## config.mk

```make
export PLATFORM = sky130hd
export DESIGN_NAME = conv_window_addr_gen
export DESIGN_NICKNAME = d
export VERILOG_FILES = /design/src/rtl/conv_addr_pkg.sv /design/src/rtl/conv_window_counter.sv /design/src/rtl/conv_window_addr_gen.sv
export SDC_FILE = /design/constraint.sdc
export NUM_CORES = 1
export LEC_CHECK = 0
export BUFFER_PORTS_ARGS = -buffer_cell sky130_fd_sc_hd__buf_2
export CAP_MARGIN = 40
export CORE_ASPECT_RATIO = 0.6
export CORE_MARGIN = 2
export CORE_UTILIZATION = 60
export CTS_CLUSTER_DIAMETER = 30
export CTS_CLUSTER_SIZE = 12
export DETAILED_ROUTE_END_ITERATION = 12
export PLACE_DENSITY = 0.8
export SYNTH_ARGS = -nofsm -noshare
export SYNTH_HDL_FRONTEND = slang
export SYNTH_SLANG_ARGS = --single-unit
```

## constraint.sdc

```tcl
create_clock -name clk -period 3.8 [get_ports clk]
set_clock_uncertainty 0.2 [all_clocks]
set_input_delay 0 -clock clk [delete_from_list [all_inputs] [get_ports clk]]
set_output_delay 0 -clock clk [all_outputs]
set_load 0.005 [all_outputs]
```

## src/rtl/conv_addr_pkg.sv

```systemverilog
// Shared types and geometry helpers for the sliding-window read-address generator.
package conv_addr_pkg;

    typedef enum logic [1:0] {
        IDLE = 2'd0,
        RUN  = 2'd1,
        DONE = 2'd2
    } state_e;

    // Layer geometries served by the generator: image edge, kernel, stride, lanes.
    localparam int CONV1_IMG    = 28;
    localparam int CONV1_K      = 5;
    localparam int CONV1_STRIDE = 1;
    localparam int CONV1_LANES  = 4;

    localparam int CONV2_IMG    = 12;
    localparam int CONV2_K      = 5;
    localparam int CONV2_STRIDE = 1;
    localparam int CONV2_LANES  = 2;

    function automatic int out_dim(input int img, input int k, input int stride);
        return (img - k) / stride + 1;
    endfunction

    function automatic int lane_ofs(input int img_w, input int img_h, input int k,
                                    input int stride, input int lanes);
        return (out_dim(img_h, k, stride) / lanes) * stride * img_w;
    endfunction

    function automatic int cnt_w(input int n);
        return (n > 1) ? $clog2(n) : 1;
    endfunction

endpackage

```

## src/rtl/conv_window_counter.sv

```systemverilog
// kc -> kr -> ox -> oy counter cascade with wrap flags and registered tap/last outputs.
module conv_window_counter
    import conv_addr_pkg::*;
#(
    parameter int K       = 5,
    parameter int OUT_W   = 24,
    parameter int ROWS_PL = 6,
    parameter int TAP_W   = 5
) (
    input  logic             clk,
    input  logic             rst,
    input  logic             clear,
    input  logic             step,
    output logic             kc_wrap,
    output logic             kr_wrap,
    output logic             ox_wrap,
    output logic             oy_wrap,
    output logic [TAP_W-1:0] tap_idx,
    output logic             last_tap,
    output logic             last
);

    localparam int KC_W = cnt_w(K);
    localparam int OX_W = cnt_w(OUT_W);
    localparam int OY_W = cnt_w(ROWS_PL);

    localparam logic [KC_W-1:0]  K_MAX  = KC_W'(K - 1);
    localparam logic [OX_W-1:0]  OX_MAX = OX_W'(OUT_W - 1);
    localparam logic [OY_W-1:0]  OY_MAX = OY_W'(ROWS_PL - 1);
    localparam logic [TAP_W-1:0] TAP_ONE = TAP_W'(1);

    logic [KC_W-1:0]  kc_q, kc_d, kr_q, kr_d;
    logic [OX_W-1:0]  ox_q, ox_d;
    logic [OY_W-1:0]  oy_q, oy_d;
    logic [TAP_W-1:0] tap_q, tap_d;
    logic             last_tap_q, last_tap_d;
    logic             last_q, last_d;

    assign kc_wrap  = (kc_q == K_MAX);
    assign kr_wrap  = (kr_q == K_MAX);
    assign ox_wrap  = (ox_q == OX_MAX);
    assign oy_wrap  = (oy_q == OY_MAX);
    assign tap_idx  = tap_q;
    assign last_tap = last_tap_q;
    assign last     = last_q;

    always_comb begin
        kc_d       = kc_q;
        kr_d       = kr_q;
        ox_d       = ox_q;
        oy_d       = oy_q;
        tap_d      = tap_q;
        last_tap_d = last_tap_q;
        last_d     = last_q;
        if (clear) begin
            kc_d  = '0;
            kr_d  = '0;
            ox_d  = '0;
            oy_d  = '0;
            tap_d = '0;
        end else if (step) begin
            tap_d = last_tap_q ? '0 : tap_q + TAP_ONE;
            if (!kc_wrap) begin
                kc_d = kc_q + KC_W'(1);
            end else begin
                kc_d = '0;
                if (!kr_wrap) begin
                    kr_d = kr_q + KC_W'(1);
                end else begin
                    kr_d = '0;
                    if (!ox_wrap) begin
                        ox_d = ox_q + OX_W'(1);
                    end else begin
                        ox_d = '0;
                        oy_d = oy_wrap ? '0 : oy_q + OY_W'(1);
                    end
                end
            end
        end
        // Flags are derived from the next counter values so they line up with the registered beat.
        if (clear || step) begin
            last_tap_d = (kr_d == K_MAX) && (kc_d == K_MAX);
            last_d     = last_tap_d && (ox_d == OX_MAX) && (oy_d == OY_MAX);
        end
    end

    always_ff @(posedge clk or posedge rst) begin
        if (rst) begin
            kc_q       <= '0;
            kr_q       <= '0;
            ox_q       <= '0;
            oy_q       <= '0;
            tap_q      <= '0;
            last_tap_q <= 1'b0;
            last_q     <= 1'b0;
        end else begin
            kc_q       <= kc_d;
            kr_q       <= kr_d;
            ox_q       <= ox_d;
            oy_q       <= oy_d;
            tap_q      <= tap_d;
            last_tap_q <= last_tap_d;
            last_q     <= last_d;
        end
    end

endmodule

```

## src/rtl/conv_window_addr_gen.sv

```systemverilog
// KxK sliding-window read-address generator, LANES lockstep streams over horizontal bands.
// Optional write-address outputs (waddr, waddr_valid) are built when CONV_ADDR_GEN_WADDR_EN is defined.
module conv_window_addr_gen
    import conv_addr_pkg::*;
#(
    parameter int IMG_W  = 28,
    parameter int IMG_H  = 28,
    parameter int K      = 5,
    parameter int STRIDE = 1,
    parameter int LANES  = 4,
    parameter int ADDR_W = 10
) (
    input  logic                      clk,
    input  logic                      reset,
    input  logic                      start,
    output logic [LANES*ADDR_W-1:0]   addr,
    output logic                      addr_valid,
    input  logic                      addr_ready,
    output logic [$clog2(K*K)-1:0]    tap_idx,
    output logic                      last_tap,
    output logic                      last,
    output logic                      done,
`ifdef CONV_ADDR_GEN_WADDR_EN
    output logic [LANES*ADDR_W-1:0]   waddr,
    output logic                      waddr_valid,
`endif
    output state_e                    dbg_state
);

    localparam int OUT_W    = out_dim(IMG_W, K, STRIDE);
    localparam int OUT_H    = out_dim(IMG_H, K, STRIDE);
    localparam int ROWS_PL  = OUT_H / LANES;
    localparam int LANE_OFS = lane_ofs(IMG_W, IMG_H, K, STRIDE, LANES);
    localparam int TAP_W    = $clog2(K * K);

    localparam logic [ADDR_W-1:0] STEP_TAP  = ADDR_W'(1);
    localparam logic [ADDR_W-1:0] STEP_ROW  = ADDR_W'(IMG_W - (K - 1));
    // Negative step, applied as a modular add in ADDR_W bits.
    localparam logic [ADDR_W-1:0] STEP_WIN  = ADDR_W'(STRIDE - (K - 1) * IMG_W - (K - 1));
    localparam logic [ADDR_W-1:0] STEP_OROW = ADDR_W'(STRIDE * IMG_W);

    if (OUT_H % LANES != 0) begin : g_lanes_chk
        $error("conv_window_addr_gen: OUT_H must be divisible by LANES");
    end
    if ((1 << ADDR_W) < IMG_W * IMG_H) begin : g_addr_chk
        $error("conv_window_addr_gen: ADDR_W too narrow for IMG_W*IMG_H");
    end

    function automatic logic [ADDR_W-1:0] lane_base(input int l);
        return ADDR_W'(l * LANE_OFS);
    endfunction

    state_e            state_q, state_d;
    logic              valid_q, valid_d;
    logic              done_q, done_d;
    logic [ADDR_W-1:0] addr_q[LANES];
    logic [ADDR_W-1:0] addr_d[LANES];
    logic [ADDR_W-1:0] row_q[LANES];
    logic [ADDR_W-1:0] row_d[LANES];
    logic              beat, cnt_clear, cnt_step;
    logic              kc_wrap, kr_wrap, ox_wrap, oy_wrap;

    conv_window_counter #(
        .K       (K),
        .OUT_W   (OUT_W),
        .ROWS_PL (ROWS_PL),
        .TAP_W   (TAP_W)
    ) u_counter (
        .clk      (clk),
        .rst      (reset),
        .clear    (cnt_clear),
        .step     (cnt_step),
        .kc_wrap  (kc_wrap),
        .kr_wrap  (kr_wrap),
        .ox_wrap  (ox_wrap),
        .oy_wrap  (oy_wrap),
        .tap_idx  (tap_idx),
        .last_tap (last_tap),
        .last     (last)
    );

    // Handshake: a beat is addr_valid & addr_ready at a rising edge; nothing advances otherwise.
    assign beat = valid_q & addr_ready;

    always_comb begin
        state_d   = state_q;
        valid_d   = valid_q;
        done_d    = done_q;
        addr_d    = addr_q;
        row_d     = row_q;
        cnt_clear = 1'b0;
        cnt_step  = 1'b0;
        if (start) begin
            state_d   = RUN;
            valid_d   = 1'b1;
            done_d    = 1'b0;
            cnt_clear = 1'b1;
            for (int l = 0; l < LANES; l++) begin
                addr_d[l] = lane_base(l);
                row_d[l]  = lane_base(l);
            end
        end else if (state_q == RUN && beat) begin
            cnt_step = 1'b1;
            for (int l = 0; l < LANES; l++) begin
                if (!kc_wrap) begin
                    addr_d[l] = addr_q[l] + STEP_TAP;
                end else if (!kr_wrap) begin
                    addr_d[l] = addr_q[l] + STEP_ROW;
                end else if (!ox_wrap) begin
                    addr_d[l] = addr_q[l] + STEP_WIN;
                end else if (!oy_wrap) begin
                    addr_d[l] = row_q[l] + STEP_OROW;
                    row_d[l]  = row_q[l] + STEP_OROW;
                end else begin
                    addr_d[l] = lane_base(l);
                    row_d[l]  = lane_base(l);
                end
            end
            if (last) begin
                state_d = DONE;
                valid_d = 1'b0;
                done_d  = 1'b1;
            end
        end
    end

    always_ff @(posedge clk or posedge reset) begin
        if (reset) begin
            state_q <= IDLE;
            valid_q <= 1'b0;
            done_q  <= 1'b0;
            for (int l = 0; l < LANES; l++) begin
                addr_q[l] <= lane_base(l);
                row_q[l]  <= lane_base(l);
            end
        end else begin
            state_q <= state_d;
            valid_q <= valid_d;
            done_q  <= done_d;
            addr_q  <= addr_d;
            row_q   <= row_d;
        end
    end

    for (genvar l = 0; l < LANES; l++) begin : g_addr_out
        assign addr[l*ADDR_W +: ADDR_W] = addr_q[l];
    end

    assign addr_valid = valid_q;
    assign done       = done_q;
    assign dbg_state  = state_q;

`ifdef CONV_ADDR_GEN_WADDR_EN
    // Output pixels are contiguous within a lane's band, so waddr just counts closed windows.
    function automatic logic [ADDR_W-1:0] wbase(input int l);
        return ADDR_W'(l * ROWS_PL * OUT_W);
    endfunction

    logic [ADDR_W-1:0] waddr_q[LANES];
    logic [ADDR_W-1:0] waddr_d[LANES];

    always_comb begin
        waddr_d = waddr_q;
        if (start) begin
            for (int l = 0; l < LANES; l++) waddr_d[l] = wbase(l);
        end else if (state_q == RUN && beat && kc_wrap && kr_wrap) begin
            for (int l = 0; l < LANES; l++) begin
                waddr_d[l] = (ox_wrap && oy_wrap) ? wbase(l) : waddr_q[l] + ADDR_W'(1);
            end
        end
    end

    always_ff @(posedge clk or posedge reset) begin
        if (reset) begin
            for (int l = 0; l < LANES; l++) waddr_q[l] <= wbase(l);
        end else begin
            waddr_q <= waddr_d;
        end
    end

    for (genvar l = 0; l < LANES; l++) begin : g_waddr_out
        assign waddr[l*ADDR_W +: ADDR_W] = waddr_q[l];
    end
    assign waddr_valid = last_tap & valid_q;
`endif

endmodule

```

==> reports/metrics.csv, run 1 <==
metric,value,unit
result of the run,completed,
startpoint types,primary input,
via count,7568,
DP Wirelength,16500,µm
Hold Path Class,primary input to async pin,
Post-CTS Setup Bufs,0,
die area,13100,µm²
Async SR Flop Fraction,100,%
crit path time final,2800,ps
final-report hold violation count,0,
wire per inst,21.9,µm
area occupied by multi-input gates,4300,µm²
I/O pin count,55,
Max Slew Vio Count,0,
Seq cells post-synth,103,
crit-path max FO,26,
Max clock buf depth,2,
Post-Syn Area,7300,µm²
Die W,146,µm
largest net degree at the start of global routing,44,
CP arrival,2850,ps
Post-Layout Cell Count,1082,
"Top FF cell, synth",dfrtp_1,
post-layout util,67.2,%
Max Clk Rate,358,MHz
Syn Inst Count,891,
DIE HEIGHT,89.5,µm
maxcap violations,0,
element type at the critical path end,flop,
most frequent cells in the layout,"o21ai_0, nand2_1, dfrtp_1, nor2_1, a21oi_1",
vias in the first global route,6918,
clock latency on the worst-skew pair,350,ps
Row Count,31,
PortBufs,54,
root buf cell,clkbuf_16,
static leakage,3.45,nW
Peak VDD IR,200,µV
first-pass GRT wire length,37100,µm
core area,12000,µm²
Syn Nets,921,
Post-synth EDFFs,0,
Final Cycle Share,73.6,%
Max transition margin,37.6,%
sequential cell area fraction in the yosys report,35.7,%
Filler cells,962,
syn_area_per_cell,8.20,µm²
gr usage total,36.3,%
CTS tree,done,
initial antenna violation count,0,
RSZ-0062 raised after global routing,no,
hold bufs inserted after CTS,2,
Setup TNS Final,0,ps
Inserted Clock Buffers,9,
diode count,0,
layout cells sized above 1,13.8,%
Nets,942,
initial core utilization,60.9,%
Slew @ Worst Pin,934,ps
Netlist cell types,75,
Syn. warnings,0,
Setup CP Type,primary input to flop,
register area,2610,µm²
dpl cells,1064,
Overflow after GRT,0,
Worst-path clk slew,70,ps
final wirelength,23700,µm
CP required,3850,ps
Residual DRC,0,
H-tree levels,3,
P per Cell Area,312,nW/µm²
synth-to-layout area growth,10.2,%
First-pass DRT Iterations,7,
clk sinks,103,
number of vias per cell,6.99,
starting DRC count in detailed routing,1396,
antenna-violating nets left,0,
final setup fails,0,
"commonest non-fill, non-tap cell in the layout",o21ai_0,
RD Place Congestion,0.976,
PostCTS Resize Cnt,0,
[power breakdown]
group / switching, mW / leakage, nW / internal [mW]
registers: 0.0452 / 1.34 / 1.12
clock network: 0.423 / 0.170 / 0.682
logic: 0.152 / 1.93 / 0.0858
[routing by layer]
layer | vias to the layer above | global-route usage, % | wire, µm
li1 | 3308 | - | -
met1 | 3581 | 50.1 | 9690
met2 | 561 | 55.5 | 10000
met3 | 118 | 9.13 | 3030
met4 | 0 | 14.3 | 911
met5 | - | 0 | 0
[critical path, stage by stage]
cell and delay (ps):
dlygate4sd3_1 530, buf_2 300, and4bb_2 640, nand2_1 650
nor4_1 520, a21oi_1 100, o31ai_1 90
[final cells by class]
| type | instances | area share [%] |
|---|---|---|
| clock buffers | 13 | 3.23 |
| inverters | 30 | 1.43 |
| multi-input cells | 689 | 53.4 |
| clock inverters | 3 | 1.12 |
| flip-flops and latches | 103 | 32.4 |
| well taps | 165 | 2.56 |
| repair buffers | 79 | 5.91 |
[flip-flops by register name, indices dropped and copies added (netlist names)]
signal              count
u_counter.last          1
u_counter.ox_q          5
u_counter.kc_q          3
addr                   40
u_counter.oy_q          3
row_q                  40
u_counter.last_tap      1
u_counter.kr_q          3
dbg_state               2
u_counter.tap_idx       5
[stage by stage]
stage                     setup WS [ps]  cell area (µm²)  power, mW  hold slack [ps]
after floorplan                     936             7300       1.34            -60.6
after global placement             1250             7660       1.40             51.7
after detailed placement           1160             7680       1.42             -166
after CTS                          1110             8050       2.51             15.3
after global routing                848             8050       2.59             45.3
final                              1000             8050       2.51             5.47
[path summary, 6_finish.rpt]
path / startpoint / to / slack, ps / cells after the start
setup / recovery: start / addr[9] / 1000 / 7
setup reg to reg: u_counter.ox_q[0] / row_q[10] / 1030 / 5
min in group clk: addr_ready / u_counter.kc_q[0] / 30 / 5
max in group asynchronous: reset / addr[17] / 2590 / 4
hold / removal: reset / addr[20] / 5 / 3
hold reg to reg: u_counter.tap_idx[4] / u_counter.tap_idx[4] / 280 / 1
[synth_stat cells (all sizes together) (7+ instances only)]
| cell | instances | area, µm² |
|---|---|---|
| a22oi | 10 | 75.1 |
| nor4 | 7 | 50.1 |
| dfstp | 24 | 631 |
| ha | 26 | 325 |
| nand4 | 22 | 144 |
| nand3 | 30 | 150 |
| nand2 | 88 | 330 |
| mux2i | 7 | 70.1 |
| buf | 21 | 108 |
| o211ai | 10 | 75.1 |
| o31ai | 13 | 103 |
| xor2 | 25 | 219 |
| a21oi | 67 | 335 |
| xnor2 | 26 | 228 |
| nor2 | 74 | 278 |
| dfrtp | 79 | 1980 |
| nor3 | 24 | 130 |
| a31oi | 17 | 106 |
| and2 | 11 | 68.8 |
| nand2b | 8 | 50.1 |
| inv | 30 | 113 |
| o22ai | 13 | 81.3 |
| clkbuf | 48 | 180 |
| o21ai | 90 | 450 |
| or3 | 11 | 73.8 |
| a21o | 10 | 75.1 |
| a211oi | 9 | 67.6 |
[kinds of logic after synthesis]
kind of cell             after synthesis  synth area share, %
XOR/XNOR                              51                 6.12
multiplexers                           8                 1.11
AO/OA/AOI/OAI                        298                 26.3
adder cells (fa/ha/maj)               26                 4.45
buffers and inverters                 99                 5.48
flip-flops                           103                 35.7
AND/OR/NAND/NOR                      306                 20.9
No activity file was read; power rests on OpenSTA's default activity.
==> run 2: changes to the inputs <==
==> constraint.sdc (replaced) <==
create_clock -name clk -period 2.9 [get_ports clk]
set_clock_uncertainty 0.2 [all_clocks]
set_input_delay 0 -clock clk [delete_from_list [all_inputs] [get_ports clk]]
set_output_delay 0 -clock clk [all_outputs]
set_load 0.005 [all_outputs]
==> run 2 against run 1 <==
Against the previous run: cell count grew 1.5%; clock power increased by 13%; worst setup slack got worse by 800 ps.
==> reports/metrics.csv, run 2 (synthesis gave the netlist of run 1 again) <==
metric,value,unit,change
Setup CP Type,flop to flop,,
startpoint types,flop,,
Residual DRC,0,,unchanged
RD Place Congestion,0.980,,+0.44%
PostCTS Resize Cnt,0,,unchanged
final wirelength,24100,µm,+1.8%
CP required,2930,ps,-920 ps
PortBufs,54,,unchanged
Post-CTS Setup Bufs,0,,unchanged
clock latency on the worst-skew pair,350,ps,about the same
top layer in use,met4,,
core area,12000,µm²,unchanged
CP arrival,2730,ps,-120 ps
result of the run,completed,,
first-pass GRT wire length,37500,µm,+1.1%
initial antenna violation count,0,,unchanged
Peak VDD IR,283,µV,+42%
final-report hold violation count,0,,unchanged
Row Count,31,,unchanged
wire per inst,21.9,µm,+0.30%
"commonest non-fill, non-tap cell in the layout",o21ai_0,,
final worst setup slack,202,ps,-801 ps
crit-path max FO,10,,-62%
Max Slew Vio Count,0,,unchanged
max incr delay on CP,580,ps,-70 ps
starting DRC count in detailed routing,945,,-32%
met2 wire length,10200,µm,+1.4%
Max transition margin,35.9,%,-1.7 points
root buf cell,clkbuf_16,,
Worst-path clk slew,70,ps,about the same
Nets,958,,+1.7%
largest net degree at the start of global routing,55,,+25%
final setup fails,0,,unchanged
critical path cell sequence,ha_1 -> and4b_1 -> nor2_1 -> o211ai_1 -> o2111a_1 -> a311o_1,,
static leakage,3.49,nW,+1.3%
crit path time final,2700,ps,
Setup TNS Final,0,ps,unchanged
die area,13100,µm²,unchanged
Post-Route M1 WL,9980,µm,+3.0%
RSZ-0062 raised after global routing,no,,
Final Power,3.09,mW,+23%
First-pass DRT Iterations,6,,-1
most frequent cells in the layout,"o21ai_0, nand2_1, dfrtp_1, nor2_1, a21oi_1",,
via count,7596,,+0.37%
CP max-delay cell,nor2_1,,
Final Cycle Share,93.0,%,
clk sinks,103,,unchanged
hold bufs inserted after CTS,2,,unchanged
P per Cell Area,381,nW/µm²,+22%
Max clock buf depth,2,,unchanged
initial core utilization,60.9,%,unchanged
layout cells sized above 1,15.3,%,+1.5 points
placed standard-cell area,7800,µm²,+1.6%
Inserted Clock Buffers,9,,unchanged
Post-Layout Cell Count,1098,,+1.5%
H-tree levels,3,,unchanged
Slew @ Worst Pin,951,ps,+17.7 ps
maxcap violations,0,,unchanged
DP Worst Slack,252,ps,-910 ps
DIE HEIGHT,89.5,µm,unchanged
element type at the critical path end,flop,,
CTS tree,done,,
synth-to-layout area growth,11.1,%,
number of vias per cell,6.92,,-1.1%
DP Wirelength,17700,µm,+7.6%
diode count,0,,unchanged
vias in the first global route,6845,,-1.1%
met3 WL,3210,µm,+5.9%
I/O pin count,55,,unchanged
gr usage total,37.0,%,+0.77 points
final instance area,8110,µm²,+0.76%
Hold Path Class,primary input to flop,,
Die W,146,µm,unchanged
antenna-violating nets left,0,,unchanged
Max Clk Rate,371,MHz,
dpl cells,1080,,+1.5%
Overflow after GRT,0,,unchanged
## run 2: cell count changes in the layout (fill, tap and decap cells not counted), sizes merged
cell / delta
clkinv: +2
clkbuf: -2
bufinv: -2
buf: +16
clkinvlp: +2
## run 2: worst paths after layout
kind                                   startpoint  depth (start not counted)           endpoint  slack, ps
max in group asynchronous                   reset                          4           addr[15]       1630
worst max-delay path            u_counter.ox_q[0]                          6           addr[27]        200
worst min register to register           row_q[1]                          1           row_q[1]        290
worst max register to register  u_counter.ox_q[0]                          6           addr[27]        200
worst min-delay path                   addr_ready                          4  u_counter.kc_q[2]         60
min in group asynchronous                   reset                          3           addr[20]         90
## run 2: layout make-up
type                            count  area [µm²]
Multi-Input combinational cell    689        4300
Clock buffer                       11         233
Clock inverter                      5        58.8
Timing Repair Buffer               95         596
Tap cell                          165         206
Fill cell                         958        3870
Sequential cell                   103        2610
Inverter                           30         115
## run 2: worst max-delay path: cells and delay by family (launching register included)
family          cells  cell delay (ps)
compound gates      3              690
fa+ha+maj           1              310
simple gates        2              950
flops               1              440
## run 2: metrics by stage
step	util (%)	hold WS (ps)
final	67.7	59.4
after global routing	67.7	76.1
after CTS	67.7	38.9
after detailed placement	65.1	-64.6
after global placement	65.1	-69.7
after floorplan	-	-60.6
## run 2: routing by layer
layer	global-route usage, %	vias to the layer above
met3	8.32	75
met4	13.9	0
met5	0	-
met2	56.4	557
li1	-	3326
met1	52.2	3638
## run 2: report_power, final
part / switching (mW) / internal [mW]
Sequential: 0.0558 / 1.47
Combinational: 0.206 / 0.117
Clock: 0.569 / 0.672
==> run 3: changes to the inputs <==
--- a/config.mk
+++ b/config.mk
@@ -5,6 +5,7 @@
 export SDC_FILE = /design/constraint.sdc
 export NUM_CORES = 1
 export LEC_CHECK = 0
+export ABC_AREA = 1
 export BUFFER_PORTS_ARGS = -buffer_cell sky130_fd_sc_hd__buf_2
 export CAP_MARGIN = 40
 export CORE_ASPECT_RATIO = 0.6
@@ -13,6 +14,7 @@
 export CTS_CLUSTER_DIAMETER = 30
 export CTS_CLUSTER_SIZE = 12
 export DETAILED_ROUTE_END_ITERATION = 12
+export HOLD_SLACK_MARGIN = 0.05
 export PLACE_DENSITY = 0.8
 export SYNTH_ARGS = -nofsm -noshare
 export SYNTH_HDL_FRONTEND = slang
==> run 3 against run 2 <==
Against the previous run: area after synthesis stayed put; worst setup slack better by 160 ps; die area unchanged; cell count grew 14%; global-route usage decreased by 6.1 points; hold slack got worse by 26 ps; cell area shrank 1.2%; count of clock-buffer cells in the layout increased by 1; fmax grew 6.1%; sequential share of layout area is 0.39 points higher; critical path type unchanged; highest routed layer unchanged.
==> reports/metrics.csv, run 3 <==
metric,value,unit,change
Post-CTS Setup Bufs,0,,unchanged
Nets,1109,,+16%
Die W,146,µm,unchanged
H-tree levels,3,,unchanged
Async SR Flop Fraction,100,%,unchanged
syn_area_per_cell,7.06,µm²,-14%
Max Clk Rate,393,MHz,+6.1%
number of vias per cell,5.78,,-16%
element type at the critical path end,flop,,
CP max-delay cell,inv_2,,
startpoint types,flop,,
max incr delay on CP,390,ps,-190 ps
PortBufs,54,,unchanged
core area,12000,µm²,unchanged
clock latency on the worst-skew pair,350,ps,about the same
initial antenna violation count,0,,unchanged
final worst setup slack,357,ps,+155 ps
first-pass GRT wire length,32100,µm,-14%
DP Worst Slack,521,ps,+269 ps
Syn. warnings,0,,unchanged
P per Cell Area,389,nW/µm²,+2.2%
maxcap violations,0,,unchanged
"Top FF cell, synth",dfrtp_1,,
RSZ-0062 raised after global routing,no,,
Syn Nets,1065,,+16%
Seq cells post-synth,103,,unchanged
Setup CP Type,flop to flop,,
Post-synth EDFFs,0,,unchanged
final-report hold violation count,0,,unchanged
Filler cells,1071,,+12%
Overflow after GRT,0,,unchanged
clk sinks,103,,unchanged
root buf cell,clkbuf_16,,
DP Wirelength,14600,µm,-18%
Max clock buf depth,2,,unchanged
diode count,0,,unchanged
final wirelength,20100,µm,-17%
Row Count,31,,unchanged
critical path cell sequence,inv_1 -> ha_1 -> nand2_2 -> inv_2 -> nand2_1 -> inv_2 -> o21ai_0 -> a21oi_1 -> nor2_1 -> nor2_1,,
I/O pin count,55,,unchanged
CTS tree,done,,
Max transition margin,65.4,%,+29 points
Synth area leader,dfrtp_1,,
post-synth top area share,27.1,%,unchanged
Netlist cell types,46,,-39%
Peak VDD IR,299,µV,+5.6%
die area,13100,µm²,unchanged
Post-Syn Area,7300,µm²,unchanged
via count,7219,,-5.0%
final setup fails,0,,unchanged
layout cells sized above 1,13.9,%,-1.4 points
"commonest non-fill, non-tap cell in the layout",nand2_1,,
vias in the first global route,6203,,-9.4%
wire per inst,16.1,µm,-27%
Residual DRC,0,,unchanged
antenna-violating nets left,0,,unchanged
initial core utilization,60.9,%,unchanged
gr usage total,30.9,%,-6.1 points
static leakage,3.92,nW,+12%
Inserted Clock Buffers,9,,unchanged
Hold Path Class,primary input to async pin,,
CP arrival,2630,ps,-100 ps
critical path buffer and inverter count,3,,+3
crit-path max FO,21,,+11
Slew @ Worst Pin,519,ps,-433 ps
"count leader, synth",nand2_1,,
synth-to-layout area growth,9.73,%,
Setup TNS Final,0,ps,unchanged
crit path time final,2540,ps,-155 ps
sequential cell area fraction in the yosys report,35.7,%,unchanged
largest net degree at the start of global routing,38,,-31%
CP required,2990,ps,+60 ps
Worst-path clk slew,70,ps,about the same
Crit path max-delay family,buffers and inverters,,
Max Slew Vio Count,0,,unchanged
starting DRC count in detailed routing,767,,-19%
First-pass DRT Iterations,6,,unchanged
area occupied by multi-input gates,3930,µm²,-8.6%
"top cells by area, synth","dfrtp_1, nand2_1, dfstp_2, inv_1, nand3_1",,
dpl cells,1230,,+14%
most frequent cells in the layout,"nand2_1, inv_1, nor2_1, nand3_1",,
register area,2610,µm²,unchanged
Post-Layout Cell Count,1249,,+14%
Final Cycle Share,87.7,%,-5.3 points
Syn Inst Count,1035,,+16%
RD Place Congestion,0.948,,-3.3%
DIE HEIGHT,89.5,µm,unchanged
result of the run,completed,,
synth cell count leaders,"nand2_1, inv_1, nor2_1",,
R2R Path Start,u_counter.kr_q[0],,
Critical Path Source,u_counter.kr_q[0],,
==> run 3: cell types whose count changed after synthesis, sizes merged, moves of 11 or more <==
cell and delta:
nor3 -13, o31ai -12, xor2 +11, buf +11, xnor2 -25, and2 -11, nand2 +136, o22ai +19
clkbuf -42, nor2 +32, nand3 +63, inv +120, or3 -11
==> run 3: worst min-delay path: stages <==
cell and delay, ps:
dlygate4sd3_1 530, buf_2 130, inv_4 370
==> run 3: final cells by class <==
| type | instances | area share (%) |
|---|---|---|
| multi-input cells | 741 | 49.0 |
| flip-flops and latches | 103 | 32.5 |
| inverters | 153 | 7.21 |
| repair buffers | 71 | 5.06 |
| clock buffers | 12 | 3.33 |
| well taps | 165 | 2.58 |
| clock inverters | 4 | 0.328 |
==> run 3: power by group <==
part	internal [mW]	switching, mW	leakage [nW]
sequential	1.47	0.0512	1.34
combinational	0.130	0.254	2.44
clock	0.654	0.557	0.145
==> run 3: kinds of logic (layout without fill, tap and decap cells) <==
kind of cell	after synthesis	after routing	synth area share, %
AND/OR/NAND/NOR	465	465	28.2
XOR/XNOR	37	37	4.44
buffers and inverters	191	240	10.6
flip-flops	103	103	35.7
adder cells (fa/ha/maj)	26	26	4.45
AO/OA/AOI/OAI	213	213	16.6
==> run 3: through the flow <==
step	hold slack, ps	instance area (µm²)	util [%]	total power [mW]
6_report	33.2	8020	66.9	3.12
5_1_grt	94.8	8020	66.9	3.24
4_1_cts	64.1	8020	66.9	3.13
3_5_place_dp	-122	7690	64.2	1.93
3_3_place_gp	-128	7690	64.2	1.92
2_1_floorplan	39.3	7300	-	1.80
==> run 3: worst paths after layout <==
path,endpoint,slack (ps),cells past startpoint
setup reg to reg,addr[15],360,10
max in group asynchronous,addr[35],1620,4
setup / recovery,addr[15],360,10
min in group clk,row_q[20],300,2
hold reg to reg,row_q[20],300,2
hold / removal,row_q[9],30,3
==> run 3: routing by layer <==
metal / part of all wire [%] / track usage [%] / vias to the layer above
met5: 0 / 0 / -
met1: 48 / 45.6 / 3335
met4: 1.6 / 7.68 / 0
li1: - / - / 3496
met2: 42 / 47.3 / 356
met3: 8.4 / 5.71 / 32
==> run 3: repair_timing <==
action | 4_1_cts | 5_1_grt
hold buffers | 3 | 0
resized for setup | 0 | 0
hold endpoints to repair | 76 | 0
